File: config.mk
export PLATFORM = sky130hd
export DESIGN_NAME = demux2_reg8_flat
export DESIGN_NICKNAME = d
export VERILOG_FILES = /design/src/rtl/demux2_reg8_pkg.sv /design/src/rtl/demux2_reg8_if.sv /design/src/rtl/demux_slot.sv /design/src/rtl/demux2_reg8.sv /design/src/flat_wrapper.sv
export SDC_FILE = /design/constraint.sdc
export NUM_CORES = 1
export LEC_CHECK = 0
export BUFFER_PORTS_ARGS = -buffer_cell sky130_fd_sc_hd__buf_2
export CORE_ASPECT_RATIO = 0.9
export CORE_MARGIN = 2
export CORE_UTILIZATION = 40
export CTS_CLUSTER_DIAMETER = 50
export CTS_CLUSTER_SIZE = 10
export DETAILED_ROUTE_END_ITERATION = 16
export GPL_TIMING_DRIVEN = 0
export HOLD_SLACK_MARGIN = 0.05
export MAX_ROUTING_LAYER = met4
export PLACE_DENSITY = 0.7
export SLEW_MARGIN = 5
export SYNTH_ARGS = -nofsm -noshare
export SYNTH_HDL_FRONTEND = slang
export SYNTH_SLANG_ARGS = --single-unit
File: constraint.sdc
create_clock -name clk -period 3.4 [get_ports clk]
set_clock_uncertainty 0.15 [all_clocks]
set_input_delay 0.68 -clock clk [delete_from_list [all_inputs] [get_ports clk]]
set_output_delay 0.68 -clock clk [all_outputs]
set_load 0.01 [all_outputs]
File: src/rtl/demux2_reg8_pkg.sv
// Shared definitions for the registered 1:2 demultiplexer: data width,
// channel identifiers and the ping-pong steering state encodings.
package demux_defs;

    localparam int WIDTH = 8;

    localparam logic CH_A = 1'b0;
    localparam logic CH_B = 1'b1;

    localparam logic TO_A = 1'b0;
    localparam logic TO_B = 1'b1;

endpackage

File: src/rtl/demux2_reg8_if.sv
// Producer/consumer bundle of the demultiplexer; the master side drives data,
// steering and acks, the slave side (the demux itself) returns ready and channels.
interface demux2_reg8_if
    import demux_defs::*;
#(
    parameter int W = WIDTH
);
    logic [W-1:0] din;
    logic         din_valid;
    logic         din_ready;
    logic         sel;
    logic         auto;
    logic         next;
    logic [W-1:0] out_a;
    logic [W-1:0] out_b;
    logic         a_valid;
    logic         b_valid;
    logic         a_ack;
    logic         b_ack;

    modport master (
        output din, din_valid, sel, auto, a_ack, b_ack,
        input  din_ready, next, out_a, out_b, a_valid, b_valid
    );

    modport slave (
        input  din, din_valid, sel, auto, a_ack, b_ack,
        output din_ready, next, out_a, out_b, a_valid, b_valid
    );
endinterface

File: src/rtl/demux_slot.sv
// One output channel: holding register, valid flag and ready term.
// A load wins over an ack, so a full channel being acked can be refilled.
module demux_slot
    import demux_defs::*;
#(
    parameter int W = WIDTH
) (
    input  logic         clk,
    input  logic         rst_n,
    input  logic         load,
    input  logic [W-1:0] din,
    input  logic         ack,
    output logic [W-1:0] data,
    output logic         valid,
    output logic         ready
);

    assign ready = !valid || ack;

    // The data register is never cleared by an ack; it keeps the last word.
    always_ff @(posedge clk or negedge rst_n) begin
        if (!rst_n) begin
            data  <= '0;
            valid <= 1'b0;
        end else if (load) begin
            data  <= din;
            valid <= 1'b1;
        end else if (ack && valid) begin
            valid <= 1'b0;
        end
    end

endmodule

File: src/rtl/demux2_reg8.sv
// Registered 1:2 demultiplexer: steers each accepted word into channel A or B,
// either by explicit select or by an alternating destination register.
module demux2_reg8
    import demux_defs::*;
(
    input logic clk,
    input logic rst_n,
    demux2_reg8_if.slave bus
);

    logic             nxt;
    logic             dest;
    logic             accept;
    logic             ready_a;
    logic             ready_b;
    logic [WIDTH-1:0] data_a;
    logic [WIDTH-1:0] data_b;
    logic             valid_a;
    logic             valid_b;

    assign dest          = bus.auto ? nxt : bus.sel;
    assign bus.din_ready = (dest == CH_B) ? ready_b : ready_a;
    assign accept        = bus.din_valid && bus.din_ready;

    demux_slot #(.W(WIDTH)) u_slot_a (
        .clk   (clk),
        .rst_n (rst_n),
        .load  (accept && (dest == CH_A)),
        .din   (bus.din),
        .ack   (bus.a_ack),
        .data  (data_a),
        .valid (valid_a),
        .ready (ready_a)
    );

    demux_slot #(.W(WIDTH)) u_slot_b (
        .clk   (clk),
        .rst_n (rst_n),
        .load  (accept && (dest == CH_B)),
        .din   (bus.din),
        .ack   (bus.b_ack),
        .data  (data_b),
        .valid (valid_b),
        .ready (ready_b)
    );

    // Ping-pong pointer only advances on accepts made in auto mode, so it
    // resumes where it left off when auto steering is re-enabled.
    always_ff @(posedge clk or negedge rst_n) begin
        if (!rst_n) begin
            nxt <= TO_A;
        end else if (accept && bus.auto) begin
            nxt <= (nxt == TO_A) ? TO_B : TO_A;
        end
    end

    assign bus.next    = nxt;
    assign bus.out_a   = data_a;
    assign bus.out_b   = data_b;
    assign bus.a_valid = valid_a;
    assign bus.b_valid = valid_b;

endmodule

File: src/flat_wrapper.sv
// flat-port wrapper written by rule: the top's interface ports become plain ports
module demux2_reg8_flat import demux_defs::*;
  (clk, rst_n, bus_din, bus_din_valid, bus_sel, bus_auto, bus_a_ack, bus_b_ack, bus_din_ready, bus_next, bus_out_a, bus_out_b, bus_a_valid, bus_b_valid);
  demux2_reg8_if #(.W(8)) bus_i ();
  input logic clk;
  input logic rst_n;
  input wire logic [$bits(bus_i.din)-1:0] bus_din;
  input wire logic [$bits(bus_i.din_valid)-1:0] bus_din_valid;
  input wire logic [$bits(bus_i.sel)-1:0] bus_sel;
  input wire logic [$bits(bus_i.auto)-1:0] bus_auto;
  input wire logic [$bits(bus_i.a_ack)-1:0] bus_a_ack;
  input wire logic [$bits(bus_i.b_ack)-1:0] bus_b_ack;
  output wire logic [$bits(bus_i.din_ready)-1:0] bus_din_ready;
  output wire logic [$bits(bus_i.next)-1:0] bus_next;
  output wire logic [$bits(bus_i.out_a)-1:0] bus_out_a;
  output wire logic [$bits(bus_i.out_b)-1:0] bus_out_b;
  output wire logic [$bits(bus_i.a_valid)-1:0] bus_a_valid;
  output wire logic [$bits(bus_i.b_valid)-1:0] bus_b_valid;
  assign bus_i.din = bus_din;
  assign bus_i.din_valid = bus_din_valid;
  assign bus_i.sel = bus_sel;
  assign bus_i.auto = bus_auto;
  assign bus_i.a_ack = bus_a_ack;
  assign bus_i.b_ack = bus_b_ack;
  assign bus_din_ready = bus_i.din_ready;
  assign bus_next = bus_i.next;
  assign bus_out_a = bus_i.out_a;
  assign bus_out_b = bus_i.out_b;
  assign bus_a_valid = bus_i.a_valid;
  assign bus_b_valid = bus_i.b_valid;
  demux2_reg8 u_core (.clk(clk), .rst_n(rst_n), .bus(bus_i));
endmodule
Word-level counts from Yosys, hierarchy flattened
Index checks and enable logic that the tools add are counted.
- bits in registers: 19
- bits of input ports: 15
- output and inout bits: 20
- logic and storage cells: 25
- muxes and demuxes: 7
- bitwise gates (word level): 1
- reductions and logical operators: 12
- operators with widths (cell ; number):
    $mux 1 ; 7
    $logic_and 1x1->1 ; 6
    $reduce_bool 2->1 ; 2
    $logic_not 1->1 ; 2
    $logic_or 1x1->1 ; 2
    $not 1->1 ; 1

Longest topological paths before layout
Gate-level depths: netlist of the first run.
- word-level depth: 6
- gate-level depth with buffers: 3

By module
Synthesis of the first run repeated with hierarchy kept, for this count alone.
- cells, all modules: 48
- area total of the unflattened synthesis: 814.5 um2
- modules (own cells, without submodules) (module ; instances ; cells each ; area each (um2) ; sequential area each (um2)):
    demux_slot ; 2 ; 20 ; 369.1 ; 225.2
    demux2_reg8 ; 1 ; 8 ; 76.3 ; 25.0

Worst setup path after synthesis of the first run
Ideal clock, no wire load.
- path type: input to output
- from: input port bus_auto
- to: output port bus_din_ready
- arrival: 1.309 ns
- required time: 2.570 ns
- path slack: 1.261 ns
- stages: 2
- buffers on the path: 0
- path through: mux2i_2 mux2_2
- longest elaborated chain between the ends: 2
- RTL lines (item ; line ; text):
    from (decl) ; flat_wrapper.sv:10 ; input wire logic [$bits(bus_i.auto)-1:0] bus_auto;
    $mux 1 ; demux2_reg8.sv:21 ; assign dest = bus.auto ? nxt : bus.sel;
    $mux 1 ; demux2_reg8.sv:22 ; assign bus.din_ready = (dest == CH_B) ? ready_b : ready_a;
    to (decl) ; flat_wrapper.sv:13 ; output wire logic [$bits(bus_i.din_ready)-1:0] bus_din_ready;
No other way between the ends.

Final worst setup path of the first run
Ends and elaborated chain as after synthesis.

==> results.md, run 1 <==
- Vias per cell: 4.907
- Max Fclk: 411.6 MHz
- FP Rows: 14
- DR WL/cell: 11.88 um
- Area share of the largest cell type after synthesis: 0.6376
- Outcome: finished, final reports clean
- Final setup viols: 0
- Initial drt markers: 4
- #FFs+latches synth: 19
- Starting Density: 0.4344
- DRT Wirelength: 1271 um
- Fillers: 174
- Die footprint: 2226 um2
- # IOs: 35
- Psw: 209.4 uW
- Cells after Synth: 45
- Largest family of logic cells by synthesized area: multiplexers
- Setup WS pre-CTS: 1.002 ns
- Mux cell area share after synthesis: 0.2752
- Final worst path period share: 0.7146
- TNS Setup: 0 ns
- Fin crit period: 2.430 ns
- Number of global-route vias before repair: 501
- Worst-path fanout max: 3
- Slew Limit Fails: 0
- Clock sink count: 19
- Slew Limit Headroom: 0.7283
- Worst Path Arrival: 1.60 ns
- Sw Share: 0.3058
- CTS tree: done
- Lkg Pwr: 0.4765 nW
- Synth Area in XOR/XNOR: 0
- Clock Path Buffers: 2
- Reg clk slew, reported paths: 0.10 ns
- Final Power: 684.7 uW
- Die height: 44.96 um
- Grt ovf: 0
- Drt pass-1 iters: 4
- Resized cells post-CTS: 0
- Chip width: 49.51 um
- Nets: 99
- Clk_lat worst skew: 0.28 ns
- Area growth from synthesis to final layout: 30.37%
- Layout cells sized above 1: 0.6867
- Post-synthesis cell type count: 9
- Crit end category: output pin
- Worst Path Required: 2.57 ns
- Post CTS Setup Buffer Count: 0
- Routed Antenna Nets: 0
- Initial antenna violation count: 0
- Ant. Diodes: 0
- Register area share after synthesis: 0.6376
- Maxcap violations: 0
- Final setup margin: 0.9702 ns
- Yosys warns: 0
- Largest area contributor in the netlist: dfrtp_1
- Total GRT Usage: 0.1366
- CTS H-tree depth: 1
- Buffers on Ports: 34
- DRC violations left: 0
- Synth Area in Simple Gates: 0.06711
- Total CTS buffers: 3
- Part of the power in registers: 0.493
- Syn avg cell area: 16.57 um2
- Most frequent cells in the layout: 34 x buf_2, 19 x dfrtp_1, 17 x mux2_2
- CP Class: in -> out
- Power Dens Cells: 704.3 nW/um2
- Worst Hold Class: in -> async
- Post-Syn Nets: 60
- GP Congestion: 0.6531
- Post-Syn Area: 745.7 um2
- Max VDD drop: 0.3643 mV
- Hold buffer count at CTS: 0
- Compound-Gate Fraction of Synth Area: 0.02013
- Clock power share: 0.156
- Core Area: 1717 um2
- Synth area leaders: dfrtp_1 64%, mux2_2 26%, nand3b_4 2.7%, mux2i_2 1.8%, nand2b_1 1.7%
- Critical path launch point type: primary input
- Cell Int Power: 475.3 uW
- Commonest non-fill, non-tap cell in the layout: buf_2
- Pin count of the biggest net entering global routing: 20
- Final hold violation count: 0
- First-pass GRT wire length: 2242 um
- RSZ-0062 raised after global routing: no
- Estimated wirelength of the detail-placed design: 971.1 um
- Vias post-DR: 525
- Comb pwr share: 0.351
- Synth Area in Adders: 0
- Root Buffer: clkbuf_4
- Worst-margin pin slew: 0.4075 ns
-- power by group through the flow --
| stage | sequential [mW] | clock [mW] | combinational, mW |
|---|---|---|---|
| final | 0.338 | 0.107 | 0.240 |
| after global routing | 0.350 | 0.124 | 0.261 |
| after CTS | 0.338 | 0.112 | 0.245 |
| after detailed placement | 0.343 | 0 | 0.244 |
| after global placement | 0.342 | 0 | 0.239 |
| after floorplan | 0.382 | 0 | 0.0961 |
-- cells in the mapped netlist --
| library cell | n |
|---|---|
| nand3b_4 | 1 |
| a31oi_1 | 1 |
| a41oi_1 | 1 |
| mux2i_2 | 1 |
| mux2_2 | 17 |
| nand2_1 | 2 |
| nand3_2 | 1 |
| dfrtp_1 | 19 |
| nand2b_1 | 2 |
-- cell families after synthesis --
kind of cell	after synthesis
AND/OR/NAND/NOR	6
flip-flops	19
AO/OA/AOI/OAI	2
multiplexers	18
-- final cells by class --
type / count / area (um2) / area share
well taps: 24 / 30.03 / 0.03089
repair buffers: 34 / 170.2 / 0.1750
multi-input cells: 26 / 270.3 / 0.2780
clock buffers: 4 / 26.28 / 0.02703
flip-flops and latches: 19 / 475.5 / 0.4891
-- layer usage --
layer,global-route usage,up-vias,share of wire
met3,0.04636,0,0.093
met2,0.2054,21,0.45
met5,-,-,0
met1,0.1878,263,0.46
li1,-,241,-
met4,0.01667,0,0
-- final timing paths --
kind	to	depth (start not counted)	slack, ns	startpoint
hold / removal	u_core.u_slot_a.data[2]	1	0.16	rst_n
setup reg to reg	u_core.u_slot_b.data[6]	3	1.85	u_core.bus.next
hold reg to reg	u_core.u_slot_a.data[2]	1	0.36	u_core.u_slot_a.data[2]
setup / recovery	bus_din_ready	4	0.97	bus_auto
min in group clk	u_core.u_slot_a.data[2]	1	0.36	u_core.u_slot_a.data[2]
max in group asynchronous	u_core.u_slot_b.data[3]	1	2.65	rst_n
-- registers in the layout, indices dropped and copies added (netlist names) --
signal / count
u_core.u_slot_b.data: 8
u_core.u_slot_a.data: 8
u_core.u_slot_b.valid: 1
u_core.u_slot_a.valid: 1
u_core.bus.next: 1
-- worst max-delay path: stages --
cell and delay [ns]:
buf_2 0.12, mux2i_2 0.30, mux2_2 0.36, buf_2 0.14
-- through the flow --
step	std cells	cell area (um2)	utilization	hold WS [ns]
6_report	107	972.2	0.5663	0.1633
3_5_place_dp	103	945.9	0.5510	0.3371
2_1_floorplan	45	745.7	-	0.2344
5_1_grt	107	972.2	0.5663	0.1793
4_1_cts	107	972.2	0.5663	0.1690
3_3_place_gp	103	945.9	0.5510	0.3332
Power figures use the tool's default switching activity.
==> inputs of run 2 (changes only) <==
Clock period 3.4 ns to 2.4 ns, I/O delays scaled along.
==> run 2 against run 1 <==
- register-to-register slack worse by 1.0 ns
- clock-buffer cell count unchanged
- routed wire length is 0.39% higher
- sequential power up 41%
- die area unchanged
- global-route usage grew 0.076 points
- total power increased by 42%
- non-clock buffer count increased by 1
- cell count increased by 0.93%
- setup slack got worse by 0.66 ns
- critical path type is now reg -> out
- largest power group unchanged
==> results.md, run 2 (synthesized netlist as in run 1, its figures left out) <==
- Post CTS Setup Buffer Count: 0
- Nets: 100
- Finished Cell Area: 982.2 um2
- Sw Share: 0.3056
- Psw: 296.8 uW
- FP Rows: 14
- Slew Limit Fails: 0
- Worst-path fanout max: 4
- CP Class: reg -> out
- Ant. Diodes: 0
- Final setup viols: 0
- Fin Hold WS: 0.2876 ns
- DR WL/cell: 11.81 um
- Power Dens Cells: 988.9 nW/um2
- Worst-margin pin slew: 0.4095 ns
- Cell Int Power: 674.5 uW
- Total CTS buffers: 3
- CP max stage cell: dfrtp_1
- Critical path launch point type: flop
- Maxcap violations: 0
- Clock power share: 0.156
- Chip width: 49.51 um
- CP Buf/Inv Count: 1
- Clk_lat worst skew: 0.28 ns
- Largest registers: u_core.u_slot_a.data (8), u_core.u_slot_b.data (8)
- # IOs: 35
- Pin count of the biggest net entering global routing: 20
- CTS tree: done
- Clock sink count: 19
- Crit end category: output pin
- Vias per cell: 4.870
- Grt ovf: 0
- Die height: 44.96 um
- GP Congestion: 0.6531
- Number of global-route vias before repair: 504
- Slew Limit Headroom: 0.7270
- Die footprint: 2226 um2
- Buffers on Ports: 34
- DRT Wirelength: 1276 um
- CTS H-tree depth: 1
- Initial antenna violation count: 0
- Drt pass-1 iters: 4
- DP Area: 945.9 um2
- First-pass GRT wire length: 2256 um
- CP cell instances: mux2i_2 -> mux2_2 -> buf_2
- Comb pwr share: 0.352
- Slowest cell delay on critical path: 0.43 ns
- Starting Density: 0.4344
- Part of the power in registers: 0.493
- Core Area: 1717 um2
- Routed Antenna Nets: 0
- Lkg Pwr: 0.4807 nW
- Worst Path Arrival: 1.46 ns
- Total GRT Usage: 0.1374
- RSZ-0062 raised after global routing: no
- Final hold violation count: 0
- R2R setup slack: 0.85 ns
- DRC violations left: 0
- Clock Path Buffers: 2
- Most frequent cells in the layout: 34 x buf_2, 19 x dfrtp_1, 17 x mux2_2
- Area growth from synthesis to final layout: 31.71%
- Delay-heaviest family, CP: multiplexers
- Outcome: finished, final reports clean
- Worst Hold Class: in -> reg
- Commonest non-fill, non-tap cell in the layout: buf_2
- Max Fclk: 478.1 MHz
- Layout cells sized above 1: 0.6786
- Final worst path period share: 0.8715
- Worst Path Required: 1.77 ns
- TNS Setup: 0 ns
- Reg clk slew, reported paths: 0.10 ns
- Vias post-DR: 526
- Estimated wirelength of the detail-placed design: 971.1 um
- Max VDD drop: 0.5162 mV
- Root Buffer: clkbuf_4
- Fin crit period: 2.092 ns
- Initial drt markers: 4
==> run 2: cell types whose count changed in the layout (fill, tap and decap cells not counted) <==
cell / delta
dlygate4sd3_1: +1
==> run 2: power by group through the flow <==
stage	clock, mW	sequential (mW)	combinational [mW]
6_report	0.151	0.478	0.342
2_1_floorplan	0	0.542	0.136
5_1_grt	0.175	0.495	0.371
3_5_place_dp	0	0.485	0.346
3_3_place_gp	0	0.484	0.339
4_1_cts	0.159	0.479	0.348
==> run 2: what timing repair did <==
action,4_1_cts,5_1_grt
resized for setup,0,0
hold endpoints to repair,19,0
hold buffers,1,0
==> run 2: through the flow <==
stage	power (mW)	util	setup WS (ns)	std cells
after floorplan	0.6778	-	0.6607	45
after global placement	0.8225	0.5510	0.3985	103
after detailed placement	0.8311	0.5510	0.4017	103
after CTS	0.9856	0.5722	0.3084	108
after global routing	1.041	0.5722	0.2230	108
final	0.9713	0.5722	0.3083	108
==> run 2: path summary, 6_finish.rpt <==
kind / start / endpoint / cells past startpoint
worst min-delay path: bus_din[0] / u_core.u_slot_a.data[0] / 2
worst max register to register: u_core.bus.next / u_core.u_slot_b.data[6] / 3
max in group asynchronous: rst_n / u_core.u_slot_b.data[3] / 2
min in group asynchronous: rst_n / u_core.u_slot_a.data[2] / 2
worst max-delay path: u_core.bus.next / bus_din_ready / 3
worst min register to register: u_core.u_slot_a.data[2] / u_core.u_slot_a.data[2] / 1
==> run 2: area by class of cell <==
| type | instances | area (um2) |
|---|---|---|
| fillers | 171 | 734.5 |
| flip-flops and latches | 19 | 475.5 |
| multi-input cells | 26 | 270.3 |
| repair buffers | 35 | 180.2 |
| well taps | 24 | 30.03 |
| clock buffers | 4 | 26.28 |
==> run 2: worst register-to-register path: stages, from the launching register on <==
cell	delay [ns]
dfrtp_1	0.43
mux2i_2	0.25
nand3b_4	0.27
mux2_2	0.35
==> run 2: layer usage <==
metal  up-vias  wire [um]  GRT usage
li1        243          -          -
met1       262        588     0.1900
met2        21        568     0.2054
met3         0        118    0.04636
met4         0          0    0.01667
met5         -          0          -
==> inputs of run 3 (changes only) <==
Settings changed: BUFFER_PORTS_ARGS -buffer_cell sky130_fd_sc_hd__buf_2 to -buffer_cell sky130_fd_sc_hd__buf_4, CTS_CLUSTER_SIZE 10 to 30.
==> run 3 against run 2 <==
- cell count is the same
- clock-buffer cell count shrank 1
- first-iteration DRC count grew 25%
- clock power grew 6%
- core utilization grew 5.0 points
- non-clock buffer count is the same
- sequential cell count is the same
- global-route usage grew 0.50 points
- sequential share of layout area shrank 3.9 points
- final area grew 8.8%
- register-to-register slack is essentially flat
==> results.md, run 3 (synthesized netlist as in run 1, its figures left out) <==
- Power Dens Cells: 985.1 nW/um2
- Largest registers: u_core.u_slot_a.data (8), u_core.u_slot_b.data (8)
- Slowest cell delay on critical path: 0.43 ns
- DR WL/cell: 12.84 um
- Final worst path period share: 0.8790
- CP cell instances: mux2i_2 -> mux2_2 -> buf_4
- Die footprint: 2226 um2
- Critical path launch point type: flop
- DRC violations left: 0
- Estimated wirelength of the detail-placed design: 1034 um
- Clock sink count: 19
- CTS H-tree depth: 1
- Max Fclk: 474.0 MHz
- Commonest non-fill, non-tap cell in the layout: buf_4
- Clk_lat worst skew: 0.29 ns
- Clock Path Buffers: 2
- Root Buffer: clkbuf_4
- CP max stage cell: dfrtp_1
- GP Congestion: 0.6088
- Routed Antenna Nets: 0
- Worst Hold Class: in -> reg
- CTS tree: done
- Total CTS buffers: 3
- Most frequent cells in the layout: 34 x buf_4, 19 x dfrtp_1, 17 x mux2_2
- Max VDD drop: 0.5066 mV
- Lkg Pwr: 0.5131 nW
- Buffers on Ports: 34
- Starting Density: 0.4344
- Initial drt markers: 5
- Final setup margin: 0.2905 ns
- Fin crit period: 2.110 ns
- Chip width: 49.51 um
- DP Cell Count: 103
- Worst Path Arrival: 1.48 ns
- Drt pass-1 iters: 2
- Ant. Diodes: 0
- Vias post-DR: 515
- Slew Limit Headroom: 0.8256
- Grt ovf: 0
- Pin count of the biggest net entering global routing: 20
- Setup WS pre-CTS: 0.4146 ns
- Core Area: 1717 um2
- Total GRT Usage: 0.1424
- DRT Wirelength: 1387 um
- Die height: 44.96 um
- Final setup viols: 0
- Fin Hold WS: 0.2669 ns
- Vias per cell: 4.769
- Number of global-route vias before repair: 512
- Fin util: 0.6224
- Area growth from synthesis to final layout: 43.29%
- Maxcap violations: 0
- Slew Limit Fails: 0
- TNS Setup: 0 ns
- Final hold violation count: 0
- Worst-path fanout max: 4
- Nets: 100
- Outcome: finished, final reports clean
- First-pass GRT wire length: 2283 um
- RSZ-0062 raised after global routing: no
- Layout cells sized above 1: 0.6905
- Reg clk slew, reported paths: 0.11 ns
- Worst-margin pin slew: 0.2565 ns
- CP Buf/Inv Count: 1
- Initial antenna violation count: 0
- Final cell count without fillers: 108
- # IOs: 35
- Worst Path Required: 1.77 ns
- FP Rows: 14
- CP Class: reg -> out
- Crit end category: output pin
- Delay-heaviest family, CP: multiplexers
==> run 3: changes by cell type in the layout (fill, tap and decap cells not counted) <==
cell,previous run,this run
clkbuf_1,1,0
buf_2,34,0
buf_4,0,34
clkinv_2,0,1
==> run 3: timing repair <==
action	CTS	global route
hold buffers	1	0
resized for setup	0	0
setup buffers	0	0
endpoints found under the hold margin	19	0
==> run 3: area by class of cell <==
| type | instances | area (um2) |
|---|---|---|
| flip-flops and latches | 19 | 475.5 |
| clock buffers | 3 | 22.52 |
| clock inverters | 1 | 5.005 |
| multi-input cells | 26 | 270.3 |
| repair buffers | 35 | 265.3 |
| fillers | 153 | 648.1 |
| well taps | 24 | 30.03 |
==> run 3: through the flow <==
step	power [mW]	instance area [um2]
2_1_floorplan	0.6778	745.7
5_1_grt	1.119	1069
3_5_place_dp	0.9064	1031
4_1_cts	1.070	1069
6_report	1.053	1069
3_3_place_gp	0.8955	1031
==> run 3: path summary, 6_finish.rpt <==
| kind | start | to | slack (ns) | cells after the start |
|---|---|---|---|---|
| worst min-delay path | bus_din[2] | u_core.u_slot_b.data[2] | 0.27 | 2 |
| worst max register to register | u_core.bus.next | u_core.u_slot_b.data[1] | 0.84 | 3 |
| worst min register to register | u_core.u_slot_a.data[0] | u_core.u_slot_a.data[0] | 0.37 | 1 |
| worst max-delay path | u_core.bus.next | bus_din_ready | 0.29 | 3 |
| min in group asynchronous | rst_n | u_core.u_slot_a.data[2] | 0.43 | 2 |
| max in group asynchronous | rst_n | u_core.u_slot_a.data[4] | 1.47 | 2 |
==> run 3: routing by layer <==
layer	up-vias	wire length (um)	GRT usage
met1	254	646	0.1894
met4	0	0	0.05000
met3	0	110	0.02318
li1	240	-	-
met5	-	0	-
met2	21	630	0.2270
==> run 3: where the power goes <==
part           switching, mW  total [mW]  internal (mW)
clock network         0.0982       0.160         0.0619
logic                  0.159       0.406          0.247
registers             0.0581       0.486          0.428
